### src/rtl/loader_pkg.sv
// rtl/loader_pkg.sv - shared state encoding, image-format constants and helpers for the program loader
package loader_pkg;

  typedef enum logic [2:0] {
    ST_RUN,
    ST_HDR_I,
    ST_DATA_I,
    ST_HDR_D,
    ST_DATA_D,
    ST_FINISH,
    ST_ERR
  } load_state_e;

  // Image format: little-endian 16-bit word count, then that many 32-bit words, LSB first.
  localparam int HDR_BYTES  = 2;
  localparam int WORD_BYTES = 4;
  localparam int BYTE_W     = 8;
  localparam int WORD_W     = BYTE_W * WORD_BYTES;
  localparam int COUNT_W    = BYTE_W * HDR_BYTES;

  // A region may hold at most 2^aw words; exactly 2^aw fills it and is legal.
  function automatic logic count_too_big(input logic [COUNT_W-1:0] cnt, input int aw);
    logic [COUNT_W:0] limit;
    limit = (COUNT_W+1)'(1) << aw;
    return {1'b0, cnt} > limit;
  endfunction

endpackage

### src/rtl/word_assembler.sv
// rtl/word_assembler.sv - packs a little-endian byte stream into 32-bit words
//   clock, reset      : clock, asynchronous active-low reset
//   clear             : restart word assembly at byte 0 (priority over byte_valid)
//   byte_valid/data   : incoming byte strobe and value
//   word_valid/data   : combinational pulse with the completed word on the 4th byte
module word_assembler
  import loader_pkg::*;
(
  input  logic              clock,
  input  logic              reset,
  input  logic              clear,
  input  logic              byte_valid,
  input  logic [BYTE_W-1:0] byte_data,
  output logic              word_valid,
  output logic [WORD_W-1:0] word_data
);

  localparam int CNT_W = $clog2(WORD_BYTES);
  localparam int SHR_W = WORD_W - BYTE_W;

  logic [CNT_W-1:0] byte_cnt_q;
  logic [SHR_W-1:0] shreg_q;

  // The final byte is merged straight from the input so the word is
  // available in the same cycle it completes; only three bytes are stored.
  assign word_valid = byte_valid && (byte_cnt_q == CNT_W'(WORD_BYTES - 1));
  assign word_data  = {byte_data, shreg_q};

  always_ff @(posedge clock or negedge reset) begin
    if (!reset) begin
      byte_cnt_q <= '0;
      shreg_q    <= '0;
    end else if (clear) begin
      byte_cnt_q <= '0;
      shreg_q    <= '0;
    end else if (byte_valid) begin
      byte_cnt_q <= byte_cnt_q + CNT_W'(1);
      shreg_q    <= {byte_data, shreg_q[SHR_W-1:BYTE_W]};
    end
  end

endmodule

### src/rtl/mem_load_arbiter.sv
// rtl/mem_load_arbiter.sv - memory write-port arbiter with UART program loader
//   clock, reset                 : clock, asynchronous active-low reset
//   prog_req                     : start a load on its rising edge (from RUN or ERR)
//   rx_valid, rx_byte            : received UART byte stream
//   cpu_mem_write/addr/wdata     : CPU data-memory write, passed through in RUN
//   cpu_hold, cpu_restart        : CPU freeze level and PC-to-zero pulse
//   imem_we/addr/wdata           : instruction-memory write port (word address)
//   dmem_we/addr/wdata           : data-memory write port (byte address)
//   load_busy, load_done, load_err : loader status
module mem_load_arbiter
  import loader_pkg::*;
#(
  parameter int IMEM_AW     = 14,
  parameter int DMEM_AW     = 14,
  parameter int TIMEOUT_CYC = 10_000_000
) (
  input  logic               clock,
  input  logic               reset,
  input  logic               prog_req,
  input  logic               rx_valid,
  input  logic [7:0]         rx_byte,
  input  logic               cpu_mem_write,
  input  logic [31:0]        cpu_mem_addr,
  input  logic [31:0]        cpu_mem_wdata,
  output logic               cpu_hold,
  output logic               cpu_restart,
  output logic               imem_we,
  output logic [IMEM_AW-1:0] imem_addr,
  output logic [31:0]        imem_wdata,
  output logic               dmem_we,
  output logic [31:0]        dmem_addr,
  output logic [31:0]        dmem_wdata,
  output logic               load_busy,
  output logic               load_done,
  output logic               load_err
);

  localparam int TMR_W = $clog2(TIMEOUT_CYC + 1);
  localparam logic [TMR_W-1:0] TMR_LAST = TMR_W'(TIMEOUT_CYC - 1);

  load_state_e        state_q, state_d;
  logic               prog_q, prog_edge, start;
  logic               hdr_state, data_state, loading, hdr_last, timeout;
  logic               hdr_phase_q;
  logic [BYTE_W-1:0]  hdr_lo_q;
  logic [COUNT_W-1:0] hdr_count, word_cnt_q, word_idx_q, idx_next;
  logic [TMR_W-1:0]   idle_q;
  logic               wa_clear, word_valid;
  logic [WORD_W-1:0]  word_data;
  logic               imem_we_q, dmem_we_q, load_err_q;
  logic [IMEM_AW-1:0] imem_addr_q;
  logic [31:0]        imem_wdata_q, dmem_addr_q, dmem_wdata_q;

  assign prog_edge  = prog_req & ~prog_q;
  assign hdr_state  = (state_q == ST_HDR_I) || (state_q == ST_HDR_D);
  assign data_state = (state_q == ST_DATA_I) || (state_q == ST_DATA_D);
  assign loading    = hdr_state || data_state;
  assign hdr_last   = hdr_state && rx_valid && hdr_phase_q;
  assign hdr_count  = {rx_byte, hdr_lo_q};
  assign idx_next   = word_idx_q + COUNT_W'(1);
  assign timeout    = loading && !rx_valid && (idle_q == TMR_LAST);

  // Every state change restarts word assembly so a partial word never leaks
  // across regions, errors or a fresh load.
  assign wa_clear = (state_d != state_q);

  word_assembler u_word_assembler (
    .clock      (clock),
    .reset      (reset),
    .clear      (wa_clear),
    .byte_valid (rx_valid && data_state),
    .byte_data  (rx_byte),
    .word_valid (word_valid),
    .word_data  (word_data)
  );

  always_ff @(posedge clock or negedge reset) begin
    if (!reset) state_q <= ST_RUN;
    else        state_q <= state_d;
  end

  always_comb begin
    state_d     = state_q;
    start       = 1'b0;
    cpu_hold    = (state_q != ST_RUN);
    cpu_restart = 1'b0;
    load_done   = 1'b0;
    load_busy   = loading;
    case (state_q)
      ST_RUN: begin
        if (prog_edge) begin
          state_d = ST_HDR_I;
          start   = 1'b1;
        end
      end
      ST_HDR_I, ST_HDR_D: begin
        if (hdr_last) begin
          if (count_too_big(hdr_count, (state_q == ST_HDR_I) ? IMEM_AW : DMEM_AW))
            state_d = ST_ERR;
          else if (hdr_count == '0)
            state_d = (state_q == ST_HDR_I) ? ST_HDR_D : ST_FINISH;
          else
            state_d = (state_q == ST_HDR_I) ? ST_DATA_I : ST_DATA_D;
        end else if (timeout) begin
          state_d = ST_ERR;
        end
      end
      ST_DATA_I, ST_DATA_D: begin
        if (word_valid && (idx_next == word_cnt_q))
          state_d = (state_q == ST_DATA_I) ? ST_HDR_D : ST_FINISH;
        else if (timeout)
          state_d = ST_ERR;
      end
      ST_FINISH: begin
        state_d     = ST_RUN;
        cpu_restart = 1'b1;
        load_done   = 1'b1;
        load_busy   = 1'b1;
      end
      ST_ERR: begin
        if (prog_edge) begin
          state_d = ST_HDR_I;
          start   = 1'b1;
        end
      end
      default: state_d = ST_RUN;
    endcase
  end

  always_ff @(posedge clock or negedge reset) begin
    if (!reset) begin
      prog_q       <= 1'b0;
      hdr_phase_q  <= 1'b0;
      hdr_lo_q     <= '0;
      word_cnt_q   <= '0;
      word_idx_q   <= '0;
      idle_q       <= '0;
      imem_we_q    <= 1'b0;
      imem_addr_q  <= '0;
      imem_wdata_q <= '0;
      dmem_we_q    <= 1'b0;
      dmem_addr_q  <= '0;
      dmem_wdata_q <= '0;
      load_err_q   <= 1'b0;
    end else begin
      prog_q    <= prog_req;
      imem_we_q <= 1'b0;
      dmem_we_q <= 1'b0;

      if (state_d != state_q) begin
        hdr_phase_q <= 1'b0;
        word_idx_q  <= '0;
      end else begin
        // The second header byte always changes state, so only the first lands here.
        if (hdr_state && rx_valid) begin
          hdr_phase_q <= 1'b1;
          hdr_lo_q    <= rx_byte;
        end
        if (word_valid) word_idx_q <= idx_next;
      end

      if (hdr_last) word_cnt_q <= hdr_count;

      if (word_valid) begin
        if (state_q == ST_DATA_I) begin
          imem_we_q    <= 1'b1;
          imem_addr_q  <= word_idx_q[IMEM_AW-1:0];
          imem_wdata_q <= word_data;
        end else begin
          dmem_we_q    <= 1'b1;
          dmem_addr_q  <= {{(32-COUNT_W-2){1'b0}}, word_idx_q, 2'b00};
          dmem_wdata_q <= word_data;
        end
      end

      idle_q <= (loading && !rx_valid) ? idle_q + TMR_W'(1) : '0;

      if (start)                  load_err_q <= 1'b0;
      else if (state_d == ST_ERR) load_err_q <= 1'b1;
    end
  end

  assign imem_we    = imem_we_q;
  assign imem_addr  = imem_addr_q;
  assign imem_wdata = imem_wdata_q;
  assign load_err   = load_err_q;

  // The CPU owns the data port only while running; otherwise the loader does.
  always_comb begin
    if (state_q == ST_RUN) begin
      dmem_we    = cpu_mem_write;
      dmem_addr  = cpu_mem_addr;
      dmem_wdata = cpu_mem_wdata;
    end else begin
      dmem_we    = dmem_we_q;
      dmem_addr  = dmem_addr_q;
      dmem_wdata = dmem_wdata_q;
    end
  end

endmodule

### config.mk
export PLATFORM = sky130hd
export DESIGN_NAME = mem_load_arbiter
export DESIGN_NICKNAME = d
export VERILOG_FILES = /design/src/rtl/loader_pkg.sv /design/src/rtl/word_assembler.sv /design/src/rtl/mem_load_arbiter.sv
export SDC_FILE = /design/constraint.sdc
export NUM_CORES = 1
export LEC_CHECK = 0
export BUFFER_PORTS_ARGS = -buffer_cell sky130_fd_sc_hd__clkbuf_2
export CORE_MARGIN = 4
export CORE_UTILIZATION = 55
export CTS_CLUSTER_DIAMETER = 30
export DETAILED_ROUTE_END_ITERATION = 8
export GPL_ROUTABILITY_DRIVEN = 0
export PLACE_DENSITY = 0.8
export SLEW_MARGIN = 0
export SYNTH_ARGS = -nofsm -noshare
export SYNTH_HDL_FRONTEND = slang
export SYNTH_SLANG_ARGS = --single-unit
export TNS_END_PERCENT = 1
### constraint.sdc
create_clock -name clock -period 6 [get_ports clock]
set_input_delay 1.2 -clock clock [delete_from_list [all_inputs] [get_ports clock]]
set_output_delay 1.2 -clock clock [all_outputs]
set_load 0.02 [all_outputs]
==> impl_metrics.toml, run 1 <==
[setup_path]
required_ns = 6.30
arrival_ns = 4.25
path_class = "flop to flop"
worst_setup_path_start_kind = "flop"
crit_path_end_kind = "flop"
crit_fanout = 51

[timing]
worst_pin_slew_ns = 1.06
period_needed_ns = 3.95
fin_crit_sh = 0.658
hold_viol_final = 0
rsz0062_at_grt = "false"
slew_headroom = 0.292
finalClockSkew_ns = 0.00993
fmax_mhz = 253
fin_tns_setup_ns = 0
drv_slew = 0
setup_viol = 0

[drt]
drt_iter0_drc = 548
drc = 0
routed_wl_um = 22900
vias_per_cell = 5.44
via_count = 7514
wl_per_cell_um = 16.6
postRouteAntennaNets = 0
drtPass1Iterations = 5

[die]
dieArea_mm2 = 0.0193
die_y_um = 139
fp.coreArea_mm2 = 0.0167
placementRows = 47
start_util = 0.564
chipWidth_um = 139
ios = 194

[logic_synthesis]
ys_seq_elements = 192
synthCells = 991
synth_area_mm2 = 0.00942
synth_cell_types = 59
synth_ff_type = "dfrtp_1"
synthTopCellsByArea = "dfrtp_1 51%, nand2_1 15%, mux2_2 6.7%, nor3b_2 3.2%, mux2i_1 3.0%"
synth_nets = 1071
synth_edf_count = 0
yosysTopAreaCellShare = 0.510
yosysTopAreaCell = "dfrtp_1"
async_flop_share = 1.00
ys.warnings.count = 0
synth_area_per_cell_um2 = 9.51
ys_seq_area_frac = 0.510

[clock_tree]
htreeDepth = 4
numCtsBuffers = 17
cts_setup_buffers = 0
clk_pin_slew_worst_paths_ns = 0.06
cts_resized = 0
hold_buffers = 0
cts_root_buf = "clkbuf_16"
clock_latency_ns = 0.44
clkSinkCount = 192
cts_buffer_depth = 2
cts_tree = "yes"

[grt]
antenna_found_initial = 0
grt_first_pass_wirelength_um = 37800
grt_pass1_vias = 7290
grt_usage = 0.240
grt_max_degree = 91
gr-total-overflow = 0

[layout]
multiInputGateArea_mm2 = 0.00432
seq_area_mm2 = 0.00480
area_delta_synth_final_pct = 17.5
final_common_cell = "nand2_1"
fin_nets = 1229
drive_gt1_frac = 0.285
mostFrequentLayoutCells = "369 x nand2_1, 192 x dfrtp_1, 192 x clkbuf_2, 56 x mux2_2, 46 x nor2_1"
antenna_cells = 0
num-fill-cells = 1311

[power]
ir_drop_mv = 0.276
p_per_area_mw_per_mm2 = 408
leakagePower_uw = 0.00595
p_total_uw = 4520

[min_path]
min_path_type = "flop to flop"

[placement]
io_buffer_count = 193
dp_hpwl_um = 15300

[flow_run]
maxCapViolCount = 0

[run_status]
status = "completed"
==> critical path, stage by stage (launching register included) <==
cell and delay [ns]:
dfrtp_1 0.58, nor3_4 0.07, inv_2 0.75, nand3b_1 0.95, or4_1 0.75, and3_1 0.20
or4_1 0.51
==> final cells by class <==
type / instances / area share
Sequential cell: 192 / 0.434
Multi-Input combinational cell: 732 / 0.391
Timing Repair Buffer: 201 / 0.0935
Clock buffer: 25 / 0.0466
Tap cell: 220 / 0.0249
Clock inverter: 7 / 0.00893
Inverter: 5 / 0.00170
==> cells in the mapped netlist (4+ instances only) <==
cell type  count
a21oi_1        9
and2_1        17
and3_1         5
and4_1         5
buf_1          6
buf_2          9
buf_4          4
buf_6          5
clkbuf_1      38
dfrtp_1      192
inv_1          4
mux2_2        56
mux2i_1       28
nand2_1      370
nand3_1       18
nand4_1       13
nor2_1        46
nor2_2         6
nor2b_1        6
nor3_1        11
nor3b_2       24
nor4_1        14
o21ai_0        5
or3_1          4
or4_1          4
xnor2_1       27
xor2_1        25
==> per-layer routing <==
layer / share of wire / vias up / global-route usage / routed length (µm)
met3: 0.070 / 36 / 0.0531 / 1600
met2: 0.47 / 262 / 0.383 / 10700
met5: 0 / - / 0 / 0
met4: 0.020 / 0 / 0.0772 / 469
met1: 0.44 / 3643 / 0.331 / 10100
li1: - / 3573 / - / -
==> registers in the layout (all words and copies together), names as in the netlist <==
| signal | count |
|---|---|
| dmem_addr_q | 16 |
| dmem_wdata_q | 32 |
| dmem_we_q | 1 |
| hdr_lo_q | 8 |
| hdr_phase_q | 1 |
| idle_q | 24 |
| imem_addr | 14 |
| imem_wdata | 32 |
| imem_we | 1 |
| load_err | 1 |
| prog_q | 1 |
| state_q | 3 |
| u_word_assembler.byte_cnt_q | 2 |
| u_word_assembler.shreg_q | 24 |
| word_cnt_q | 16 |
| word_idx_q | 16 |
==> power by group <==
part,switching [µW],internal [µW]
Sequential,225,1530
Combinational,1010,598
Clock,472,682
Total,1710,2810
==> final timing paths <==
path | end | cells past startpoint | slack [ns] | from
min in group asynchronous | imem_wdata[25] | 1 | 0.81 | reset
setup / recovery | state_q[0] | 6 | 2.05 | state_q[2]
hold / removal | imem_wdata[0] | 2 | 0.47 | imem_wdata[0]
setup reg to reg | state_q[0] | 6 | 2.05 | state_q[2]
max in group asynchronous | dmem_wdata_q[22] | 2 | 3.98 | reset
hold reg to reg | imem_wdata[0] | 2 | 0.47 | imem_wdata[0]
==> cells by family after synthesis <==
group,synth area share
mux,0.0967
buf+inv,0.0335
compound gates,0.0258
fa+ha+maj,0.00398
flops,0.510
xor+xnor,0.0483
simple gates,0.282
==> per-stage QoR <==
stage	instances	utilization	worst slack, ns	instance area, µm²	hold slack (ns)
4_1_cts	1382	0.663	2.06	11100	0.481
2_1_floorplan	991	-	3.07	9420	0.457
3_3_place_gp	1350	0.626	2.17	10500	0.459
5_1_grt	1382	0.663	1.80	11100	0.507
6_report	1382	0.663	2.05	11100	0.475
3_5_place_dp	1350	0.626	2.11	10500	0.465
Note: power is estimated with default switching activity, not from simulation.
==> run 2, diff against run 1 <==
--- a/config.mk
+++ b/config.mk
@@ -7,11 +7,11 @@
 export LEC_CHECK = 0
 export BUFFER_PORTS_ARGS = -buffer_cell sky130_fd_sc_hd__clkbuf_2
 export CORE_MARGIN = 4
-export CORE_UTILIZATION = 55
+export CORE_UTILIZATION = 50
 export CTS_CLUSTER_DIAMETER = 30
 export DETAILED_ROUTE_END_ITERATION = 8
 export GPL_ROUTABILITY_DRIVEN = 0
-export PLACE_DENSITY = 0.8
+export PLACE_DENSITY = 0.77
 export SLEW_MARGIN = 0
 export SYNTH_ARGS = -nofsm -noshare
 export SYNTH_HDL_FRONTEND = slang
==> constraint.sdc (replaced) <==
create_clock -name clock -period 3.5 [get_ports clock]
set_input_delay 0.7 -clock clock [delete_from_list [all_inputs] [get_ports clock]]
set_output_delay 0.7 -clock clock [all_outputs]
set_load 0.02 [all_outputs]
==> impl_metrics.toml, run 2 (synthesis results as in run 1) <==
[run_status]
status = "completed"

[power]
p_per_area_mw_per_mm2 = 686
leakagePower_uw = 0.00597
ir_drop_mv = 0.498

[flow_run]
maxCapViolCount = 0

[setup_path]
worst_setup_path_start_kind = "flop"
required_ns = 3.81
crit_fanout = 28
crit_path_end_kind = "flop"
path_class = "flop to flop"
arrival_ns = 3.33

[drt]
routed_wl_um = 23200
via_count = 7450
drc = 0
drtPass1Iterations = 5
wl_per_cell_um = 16.6
vias_per_cell = 5.33
drt_iter0_drc = 577
postRouteAntennaNets = 0

[grt]
antenna_found_initial = 0
grt_first_pass_wirelength_um = 38600
grt_pass1_vias = 7364
grt_usage = 0.223
grt_max_degree = 81
gr-total-overflow = 0

[timing]
timing.hold.ws_ns = 0.288
period_needed_ns = 3.03
setup_viol = 0
finalClockSkew_ns = 0.00567
worst_pin_slew_ns = 0.960
hold_viol_final = 0
fmax_mhz = 330
drv_slew = 0
rsz0062_at_grt = "false"
fin_crit_sh = 0.865
fin_tns_setup_ns = 0
slew_headroom = 0.355

[clock_tree]
clock_latency_ns = 0.42
cts_buffer_depth = 2
cts_root_buf = "clkbuf_16"
htreeDepth = 4
cts_setup_buffers = 0
cts_tree = "yes"
hold_buffers = 0
cts_resized = 0
clk_pin_slew_worst_paths_ns = 0.07
clkSinkCount = 192
numCtsBuffers = 17

[layout]
antenna_cells = 0
multiInputGateArea_mm2 = 0.00432
mostFrequentLayoutCells = "369 x nand2_1, 192 x dfrtp_1, 192 x clkbuf_2, 56 x mux2_2, 46 x nor2_1"
seq_area_mm2 = 0.00480
num-fill-cells = 1508
fin_nets = 1238
area_delta_synth_final_pct = 18.1
drive_gt1_frac = 0.290
final_common_cell = "nand2_1"
post-route-util = 0.609

[die]
dieArea_mm2 = 0.0211
chipWidth_um = 145
die_y_um = 145
fp.coreArea_mm2 = 0.0183
ios = 194
start_util = 0.516
placementRows = 49

[min_path]
min_path_type = "primary input to asynchronous set/reset pin"

[placement]
dp_hpwl_um = 16100
io_buffer_count = 193
## run 2: cell types whose count changed in the layout (fill, tap and decap cells not counted), sizes merged
cell / previous run / this run
bufinv: 2 / 1
clkinvlp: 1 / 4
clkbuf: 218 / 213
buf: 8 / 17
## run 2: power breakdown
group / switching (µW) / total [µW] / internal (µW)
sequential: 381 / 3000 / 2620
clock: 816 / 1840 / 1020
combinational: 1750 / 2800 / 1050
total: 2940 / 7640 / 4690
## run 2: worst paths after layout
path	endpoint	depth (start not counted)	start	slack, ns
max in group asynchronous	u_word_assembler.shreg_q[20]	2	reset	2.23
min in group clock	prog_q	1	prog_req	0.41
worst min-delay path	imem_wdata[19]	1	reset	0.29
worst max register to register	u_word_assembler.byte_cnt_q[1]	7	word_idx_q[4]	0.47
worst max-delay path	u_word_assembler.byte_cnt_q[1]	7	word_idx_q[4]	0.47
worst min register to register	imem_wdata[11]	2	imem_wdata[11]	0.48
## run 2: stage by stage
| step | instance area (µm²) | instances | total power, µW | setup WS (ns) |
|---|---|---|---|---|
| 2_1_floorplan | 9420 | 991 | 4930 | 1.07 |
| 3_3_place_gp | 10600 | 1368 | 5770 | 0.599 |
| 3_5_place_dp | 10600 | 1368 | 5860 | 0.494 |
| 4_1_cts | 11100 | 1397 | 7700 | 0.479 |
| 5_1_grt | 11100 | 1397 | 8100 | 0.297 |
| 6_report | 11100 | 1397 | 7640 | 0.473 |
## run 2: critical path, cell delays in order, from the launching register on
cell and delay [ns]:
dfrtp_1 0.50, nand4_1 0.42, or2_2 0.48, nor4_1 0.20
o211ai_1 0.17, a2111oi_4 0.75, buf_12 0.30, nor3b_1 0.08
## run 2: metal layers
layer  wire (µm)  GRT usage  vias up
met4         351     0.0589        0
li1            -          -     3590
met2       10900      0.365      234
met1       10500      0.306     3600
met3        1450     0.0452       26
met5           0          0        -
## run 2: area by class of cell
| type | count | share of cell area |
|---|---|---|
| Timing Repair Buffer | 210 | 0.102 |
| Multi-Input combinational cell | 732 | 0.389 |
| Inverter | 5 | 0.00169 |
| Sequential cell | 192 | 0.432 |
| Clock buffer | 20 | 0.0419 |
| Clock inverter | 9 | 0.00787 |
| Tap cell | 229 | 0.0257 |
